`config.mk`:
```
export PLATFORM = sky130hd
export DESIGN_NAME = pc_branch_unit
export DESIGN_NICKNAME = d
export VERILOG_FILES = /design/src/rtl/pc_branch_unit.sv
export SDC_FILE = /design/constraint.sdc
export NUM_CORES = 1
export LEC_CHECK = 0
export BUFFER_PORTS_ARGS = -buffer_cell sky130_fd_sc_hd__clkbuf_2
export CORE_MARGIN = 2
export CORE_UTILIZATION = 50
export CTS_CLUSTER_DIAMETER = 200
export CTS_CLUSTER_SIZE = 25
export DETAILED_ROUTE_END_ITERATION = 8
export PLACE_DENSITY = 0.79
export SYNTH_ARGS = -nofsm -noshare
export SYNTH_HDL_FRONTEND = slang
export SYNTH_SLANG_ARGS = --single-unit
export TNS_END_PERCENT = 50
```
`constraint.sdc`:
```
create_clock -name Clk -period 2.3 [get_ports Clk]
set_clock_uncertainty 0.2 [all_clocks]
set_input_delay 0.23 -clock Clk [delete_from_list [all_inputs] [get_ports Clk]]
set_output_delay 0.23 -clock Clk [all_outputs]
set_load 0.05 [all_outputs]
```
`src/rtl/pc_branch_unit.sv`:
```
// Program counter, flag register and run/halt control sitting behind the 8-bit ALU.
// Branches resolve against the stored flags; every output is registered.
module pc_branch_unit #(
   parameter int              PC_W       = 10,
   parameter logic [PC_W-1:0] START_ADDR = '0
) (
   input  logic                    Clk,
   input  logic                    Reset,
   input  logic                    start,
   input  logic                    stall,
   input  logic                    halt_req,
   input  logic                    flag_we,
   input  logic                    zero_flag_in,
   input  logic                    parity_flag_in,
   input  logic                    not_equal_in,
   input  logic                    branch_en,
   input  logic [1:0]              branch_cond,
   input  logic                    branch_rel,
   input  logic [PC_W-1:0]         branch_target,
   input  logic signed [7:0]       branch_offset,
   output logic [PC_W-1:0]         prog_ctr,
   output logic                    halt,
   output logic                    done,
   output logic                    taken,
   output logic                    zero_q,
   output logic                    parity_q,
   output logic                    ne_q
);

   typedef enum logic [1:0] {
      IDLE = 2'd0,
      RUN  = 2'd1,
      HALT = 2'd2
   } state_t;

   state_t          state;
   logic            branch_hit;
   logic [PC_W-1:0] branch_addr;

   // The signed cast sign-extends the offset before the modulo-2**PC_W add.
   function automatic logic [PC_W-1:0] rel_addr(input logic [PC_W-1:0] pc,
                                                input logic signed [7:0] off);
      return pc + PC_W'(off);
   endfunction

   function automatic logic cond_met(input logic [1:0] cond, input logic z,
                                     input logic ne, input logic p);
      case (cond)
         2'b00:   return 1'b1;
         2'b01:   return z;
         2'b10:   return ne;
         default: return p;
      endcase
   endfunction

   assign branch_hit  = branch_en && cond_met(branch_cond, zero_q, ne_q, parity_q);
   assign branch_addr = branch_rel ? rel_addr(prog_ctr, branch_offset) : branch_target;

   always_ff @(posedge Clk) begin
      if (Reset) begin
         state    <= IDLE;
         prog_ctr <= START_ADDR;
         halt     <= 1'b1;
         done     <= 1'b0;
         taken    <= 1'b0;
         zero_q   <= 1'b0;
         parity_q <= 1'b0;
         ne_q     <= 1'b0;
      end else begin
         taken <= 1'b0;
         case (state)
            IDLE, HALT: begin
               if (start) begin
                  state    <= RUN;
                  prog_ctr <= START_ADDR;
                  halt     <= 1'b0;
                  done     <= 1'b0;
                  zero_q   <= 1'b0;
                  parity_q <= 1'b0;
                  ne_q     <= 1'b0;
               end
            end
            RUN: begin
               if (!stall) begin
                  if (flag_we) begin
                     zero_q   <= zero_flag_in;
                     parity_q <= parity_flag_in;
                     ne_q     <= not_equal_in;
                  end
                  // A halt leaves prog_ctr on the halt instruction itself.
                  if (halt_req) begin
                     state <= HALT;
                     halt  <= 1'b1;
                     done  <= 1'b1;
                  end else if (branch_hit) begin
                     prog_ctr <= branch_addr;
                     taken    <= 1'b1;
                  end else begin
                     prog_ctr <= prog_ctr + PC_W'(1);
                  end
               end
            end
            default: begin
               state <= IDLE;
               halt  <= 1'b1;
               done  <= 1'b0;
            end
         endcase
      end
   end

endmodule

```
After elaboration in Yosys (flattened, before gate mapping)

Index checks and enable logic that the tools add are counted.

Output and inout bits: 16
Register bits: 18
Bits of input ports: 31
Word-level logic and storage cells: 55

Eq/ne operators: 9
Muxes and demuxes: 26
Add/subtract/negate cells: 2
Bitwise logic cells: 1
Reductions and logical operators: 9

Operators with widths:

| operator              | count |
|---|---|
| $mux 10               | 5 |
| $pmux 10 s2           | 1 |
| $add 10x1->10 const B | 1 |
| $add 10x10->10        | 1 |
| $mux 1                | 10 |
| $ne 2x2->1 const B    | 5 |
| $pmux 1 s2            | 5 |
| $reduce_and 4->1      | 2 |
| $mux 2                | 3 |
| $eq 2x1->1 const B    | 2 |
| $eq 2x2->1 const B    | 2 |
| $logic_not 2->1       | 2 |
| $pmux 2 s2            | 1 |
| $reduce_or 4->1       | 1 |
| $pmux 1 s3            | 1 |
| $reduce_and 3->1      | 1 |
| $reduce_bool 2->1     | 1 |
| $reduce_or 2->1       | 1 |
| $logic_and 1x1->1     | 1 |
| $not 1->1             | 1 |

Logic depth before layout (Yosys ltp)

Gate-level depths: netlist of run 1.

Depth in word-level cells: 7
Gate-level depth with buffers: 9
Gate-level depth less buffers: 9

Least setup slack after synthesis of run 1

Ideal clock, no wire load.

Path kind: register -> register
Start: reg prog_ctr[0]
End: reg prog_ctr[8]
Period minus slack after synthesis: 2.547 ns
Data required time: 2.014 ns
Slack: -0.247 ns
Library setup time: 0.086 ns
Arrival time: 2.261 ns
Stages on the path, launching flop included: 9
Buffers on the path: 0
Path through: dfxtp_1 > ha_1 > inv_1 > fa_1 > nor2b_1 > o31ai_1 > a211oi_1 > a21oi_1 > a211oi_1

Cells in the longest elaborated chain, start to end: 6
Elaborated cells between the ends (all ways): 7
Classes of those cells: add/sub: 2; mux: 5

Ends and longest elaborated chain:

| element                | RTL line | source |
|---|---|---|
| start, declared        | 21       | `output logic [PC_W-1:0] prog_ctr,` |
| start signal, assigned | 96       | `prog_ctr <= branch_addr;` |
| start signal, assigned | 99       | `prog_ctr <= prog_ctr + PC_W'(1);` |
| $add 10x10->10         | 43       | `return pc + PC_W'(off);` |
| $mux 10                | 57       | `assign branch_addr = branch_rel ? rel_addr(prog_ctr, branch_offset) : branch_target;` |
| $mux 10 *              | 95       | `end else if (branch_hit) begin` |
| $mux 10 *              | 91       | `if (halt_req) begin` |
| $mux 10 *              | 84       | `if (!stall) begin` |
| $pmux 10 s2 *          | 71       | `case (state)` |

Every way passes the cells marked *; elsewhere a longest branch is shown, timed or not. The select of a mux whose other input is x is not followed.
A chain may end at the register's enable or synchronous reset.

Worst setup path in the final report of run 1

Start: reg prog_ctr[0]
End: reg prog_ctr[6]

Same word-level chain as after synthesis.

==> flow_summary.ini, run 1 <==
[setup_path]
path_delay_family = compound AO/OA/AOI/OAI gates
start_kind = flip-flop
worstPathArrival_ns = 2.18
r2r-end = prog_ctr[6]
crit_path_cell_trace = ha_1 > inv_1 > fa_2 > nor2b_4 > o2111ai_1 > a21oi_1 > a2111oi_2 > nand3_1 > a32o_1
cp-startpoint = prog_ctr[0]
required_ns = 2.30
crit_type = reg -> reg
worst-path-buf-inv = 1
cpPeakStageDelay_ns = 0.35
worst-path-max-fanout = 3
r2r_cells = 9
rrSetupSlack_ns = 0.12
cpMaxStageDelayCell = dfxtp_4
cp.depth = 9
timing.rr.start = prog_ctr[0]
end_kind = flip-flop
crit_end = prog_ctr[6]

[logic_synthesis]
synth-seq-area-share = 0.230
ys.flop_type = dfxtp_1
synth_area_um2 = 1480
ys_warn_count = 0
syn-instance-count = 195
syn_avg_cell_area_um2 = 7.59
synth_cell_types = 48
async_flop_share = 0
synth-seq-cells = 17
syn_nets = 237
synth_edf_count = 0

[global_route]
grt_max_degree = 19
antenna_found_initial = 0
grtUsageTotal = 0.255
first_global_vias = 1519
grt_overflow_total = 0
grt_first_pass_wirelength_um = 6820

[power]
power_leakage_nw = 0.813
total_power_mw = 0.660
irDropWorstVdd_uv = 573
p_sw_frac = 0.328
p_sw_mw = 0.216
seqPwrFrac = 0.463
powerDensity_nw_per_um2 = 350
pwr-share-clk = 0.244
intPower_mw = 0.444
combinationalPowerShare = 0.292

[detailed_routing]
drc_errors = 0
vias = 1649
drt_iter0_drc = 88
via_per_inst = 5.87
wl_um = 4020
first_pass_iters = 5
postRouteAntennaNets = 0
avgRoutedWirePerCell_um = 14.3

[place]
routabilityCongestion = 0.830
place_ws_ns = -0.0217
io_buffers = 46
dp_hpwl_um = 2980
dp_cells = 274
dpl-instance-area_um2 = 1790

[sta]
worst_pin_slew_ns = 0.676
fmax_mhz = 458
slew_violations = 0
hold_ws_ns = 0.0412
setup_tns_ns = 0
rsz0062_at_grt = false
min_period_over_period = 0.949
fin_crit_ns = 2.18
fin_ws_ns = 0.118
setup_violations = 0
max-slew-margin-rel = 0.549
hold_viol = 0

[finish]
post-route-util = 0.678
final_cells = 281
fillers = 249
drive_above_1_share = 0.316
n_antenna_cell = 0
fin_nets = 293
syn_to_final_growth_pct = 27.5
design_area_um2 = 1890

[clock_tree]
clock_latency_ns = 0.29
clk_path_buf_depth = 2
clkSinkCount = 17
cts_buffers = 3
clk_pin_slew_worst_paths_ns = 0.10
cts_tree = yes
htreeDepth = 1
root_buffer = clkbuf_4

[floorplan]
die_area_um2 = 3410
rows = 19
start_util = 0.532
die_h_um = 58.4
core_um2 = 2780
boundaryPins = 47
die_width_um = 58.4

[worst_hold_path]
min-delay-path-class = in -> reg

[run_status]
status = completed

[run]
maxCapViolCount = 0
## cell usage after synthesis (all sizes together), types with 3 or more instances
master | instances | area share
nand3 | 8 | 0.027
nand3b | 4 | 0.020
a21oi | 27 | 0.096
nor2 | 24 | 0.063
o2111ai | 3 | 0.018
inv | 9 | 0.023
xor2 | 6 | 0.036
nor3 | 7 | 0.027
o21a | 4 | 0.020
a32o | 3 | 0.020
a211oi | 6 | 0.030
o21ai | 5 | 0.017
dfxtp | 17 | 0.23
buf | 3 | 0.014
o31ai | 6 | 0.034
ha | 10 | 0.085
clkbuf | 4 | 0.011
nor2b | 6 | 0.025
nand2 | 16 | 0.044
## cell families (layout without fill, tap and decap cells)
family                   after synthesis  count (layout)  synth area share
AO/OA/AOI/OAI                         71              71             0.335
flip-flops                            17              17             0.230
AND/OR/NAND/NOR                       72              72             0.240
XOR/XNOR                               6               6            0.0355
adder cells (fa/ha/maj)               11              11            0.0981
multiplexers                           2               2            0.0135
buffers and inverters                 16              71            0.0482
## sequential cells by signal, summed over array words and instances, names as in the netlist
name / count
done: 1
zero_q: 1
state: 1
taken: 1
halt: 1
ne_q: 1
parity_q: 1
prog_ctr: 10
## power groups by stage
stage | clock (mW) | sequential [mW] | combinational [mW]
final | 0.161 | 0.306 | 0.193
after global placement | 0 | 0.313 | 0.179
after CTS | 0.164 | 0.306 | 0.186
after global routing | 0.182 | 0.307 | 0.213
after floorplan | 0 | 0.333 | 0.102
after detailed placement | 0 | 0.313 | 0.181
## what timing repair did
action / in CTS / in global routing
hold buffers: 3 / 0
endpoints found under the setup margin: 1 / 3
gates resized for setup: 2 / 7
buffers inserted: 0 / 0
hold endpoints to repair: 3 / 0
## worst reg2reg max path: stages (launching register included)
cell,delay (ns)
dfxtp_4,0.35
ha_1,0.18
inv_1,0.08
fa_2,0.24
nor2b_4,0.06
o2111ai_1,0.21
a21oi_1,0.12
a2111oi_2,0.28
nand3_1,0.11
a32o_1,0.26
## worst min path at each step
stage          startpoint     endpoint  slack (ns)  cells after the start
6_report         halt_req     state[0]        0.04                      4
5_1_grt          halt_req     state[0]        0.06                      4
4_1_cts          halt_req     state[0]        0.04                      4
3_5_place_dp       zero_q       zero_q        0.26                      2
3_3_place_gp       zero_q       zero_q        0.26                      2
2_1_floorplan       Reset  prog_ctr[7]        0.10                      1
## layer usage
metal	share of wire	track usage	routed length, um
met4	0.016	0.0399	63
met1	0.43	0.331	1730
met3	0.059	0.0505	235
met2	0.49	0.443	1990
met5	0	0	0
## cell usage in the layout (no fill, tap or decap), types with 4 or more instances in the layout
| cell type | synthesis | routed |
|---|---|---|
| inv_1 | 9 | 9 |
| xor2_1 | 6 | 6 |
| o21a_1 | 4 | 4 |
| nor3_1 | 6 | 6 |
| o21ai_0 | 5 | 5 |
| clkbuf_2 | 1 | 46 |
| a211oi_1 | 6 | 5 |
| nand2_1 | 14 | 14 |
| nor2b_1 | 6 | 5 |
| ha_1 | 10 | 10 |
| dfxtp_1 | 17 | 13 |
| nor2_1 | 23 | 23 |
| o31ai_1 | 5 | 4 |
| buf_4 | 0 | 9 |
| nand3b_1 | 4 | 4 |
| nand3_1 | 8 | 8 |
| a21oi_1 | 25 | 24 |
## final cells by class
class                      count  area [um^2]  share of cell area
timing repair buffer          58          328               0.174
multi-input combinational    162         1110               0.590
sequential                    17          348               0.184
inverter                       9         33.8              0.0179
tap                           31         38.8              0.0206
clock buffer                   4         26.3              0.0139
No activity file was read; power rests on OpenSTA's default activity.
==> run 2: changes to the inputs <==
CTS_BUF_LIST = sky130_fd_sc_hd__clkbuf_4   (was unset)
==> run 2 against run 1 <==
First-iteration DRC count up 1.1%. Non-clock buffer count unchanged. Register-to-register slack about the same. Largest cell class unchanged. Highest routed layer unchanged. Core utilization up 0.13 points. Count of clock-buffer cells in the layout unchanged. Global-route usage up 0.14 points. Worst hold slack better by 0.0012 ns. Die area unchanged. Combinational power about the same.
==> flow_summary.ini, run 2 (synthesis gave the netlist of run 1 again) <==
[run_status]
status = completed

[place]
io_buffers = 46
dp_hpwl_um = 2980
dp_cells = 274
routabilityCongestion = 0.830
place_ws_ns = -0.0217

[sta]
fin_ws_ns = 0.117
rsz0062_at_grt = false
slew_violations = 0
fmax_mhz = 458
worst_pin_slew_ns = 0.666
setup_violations = 0
hold_viol = 0
min_period_over_period = 0.949
hold_ws_ns = 0.0424
fin_crit_ns = 2.18
max-slew-margin-rel = 0.556
setup_tns_ns = 0

[worst_hold_path]
min_from = halt_req
min-delay-path-class = in -> reg
whs_path_depth = 4

[setup_path]
start_kind = flip-flop
worst-path-max-fanout = 3
timing.rr.start = prog_ctr[0]
crit_type = reg -> reg
end_kind = flip-flop
worstPathArrival_ns = 2.18
required_ns = 2.30
cp-startpoint = prog_ctr[0]
r2r_cells = 9

[detailed_routing]
drt_iter0_drc = 89
postRouteAntennaNets = 0
first_pass_iters = 4
wl_um = 4020
via_per_inst = 5.91
vias = 1660
drc_errors = 0
avgRoutedWirePerCell_um = 14.3

[clock_tree]
post-cts-setup-buffers = 0
cts_buffers = 3
cts_tree = yes
root_buffer = clkbuf_4
htreeDepth = 1
clk_pin_slew_worst_paths_ns = 0.10
clk_path_buf_depth = 2
clock_latency_ns = 0.29
clkSinkCount = 17

[global_route]
met2_usage = 0.443
antenna_found_initial = 0
use_met1 = 0.331
first_global_vias = 1521
grt_max_degree = 19
grt_overflow_total = 0
grt_use_met3 = 0.0505
grtUsageTotal = 0.256
busiest_layer = met2
grt_first_pass_wirelength_um = 6830

[finish]
multi_input_area_um2 = 1110
largest_reg_flops = 10
final_common_cell = clkbuf_2
drive_above_1_share = 0.320
fillers = 248
syn_to_final_growth_pct = 27.7
post-route-util = 0.680
final_cells = 281
seq_area_um2 = 348
fin_nets = 293
regMostFlops = prog_ctr
layout_common_cells = clkbuf_2 (46), a21oi_1 (24), nor2_1 (23)
n_antenna_cell = 0

[floorplan]
boundaryPins = 47
rows = 19
core_um2 = 2780
die_width_um = 58.4
die_h_um = 58.4
die_area_um2 = 3410
start_util = 0.532

[run]
maxCapViolCount = 0

[power]
powerDensity_nw_per_um2 = 355
irDropWorstVdd_uv = 529
power_leakage_nw = 0.816
-- run 2: cell counts in the layout (fill, tap and decap cells not counted) --
Identical to the previous run, type by type.
-- run 2: layout make-up --
type	count	area share
Inverter	9	0.0179
Sequential cell	17	0.184
Tap cell	31	0.0205
Multi-Input combinational cell	162	0.588
Clock buffer	4	0.0159
Timing Repair Buffer	58	0.173
-- run 2: worst max-delay path, cell delays in order (launching register included) --
cell and delay, ns:
dfxtp_4 0.35, ha_1 0.18, inv_1 0.08, fa_2 0.24
nor2b_4 0.06, o2111ai_1 0.21, a21oi_1 0.12, a2111oi_2 0.28
nand3_1 0.11, a32o_1 0.26
-- run 2: worst paths after layout --
| path | end | slack, ns |
|---|---|---|
| worst min-delay path | state[0] | 0.04 |
| worst max-delay path | prog_ctr[6] | 0.12 |
| worst max register to register | prog_ctr[6] | 0.12 |
| worst min register to register | zero_q | 0.27 |
-- run 2: power by group --
group          switching, mW  leakage (nW)  internal (mW)
registers            0.00559         0.140          0.301
clock network         0.0932        0.0184         0.0793
logic                  0.117         0.658         0.0761
total                  0.216         0.816          0.456
-- run 2: through the flow --
| stage | cell area, um^2 | power, mW |
|---|---|---|
| final | 1890 | 0.672 |
| after global routing | 1890 | 0.716 |
| after CTS | 1850 | 0.668 |
| after detailed placement | 1790 | 0.494 |
| after global placement | 1790 | 0.491 |
| after floorplan | 1490 | 0.435 |
-- run 2: repair_timing --
| action | in CTS | in global routing |
|---|---|---|
| cloned | 0 | 0 |
| resized for setup | 2 | 7 |
| hold buffers | 3 | 0 |
| endpoints found under the hold margin | 3 | 0 |
| pin swaps | 0 | 0 |
| endpoints found under the setup margin | 1 | 3 |
-- run 2: routing by layer --
layer / part of all wire / up-vias
met3: 0.064 / 6
met4: 0.016 / 0
li1: - / 844
met1: 0.43 / 752
met2: 0.49 / 58
met5: 0 / -
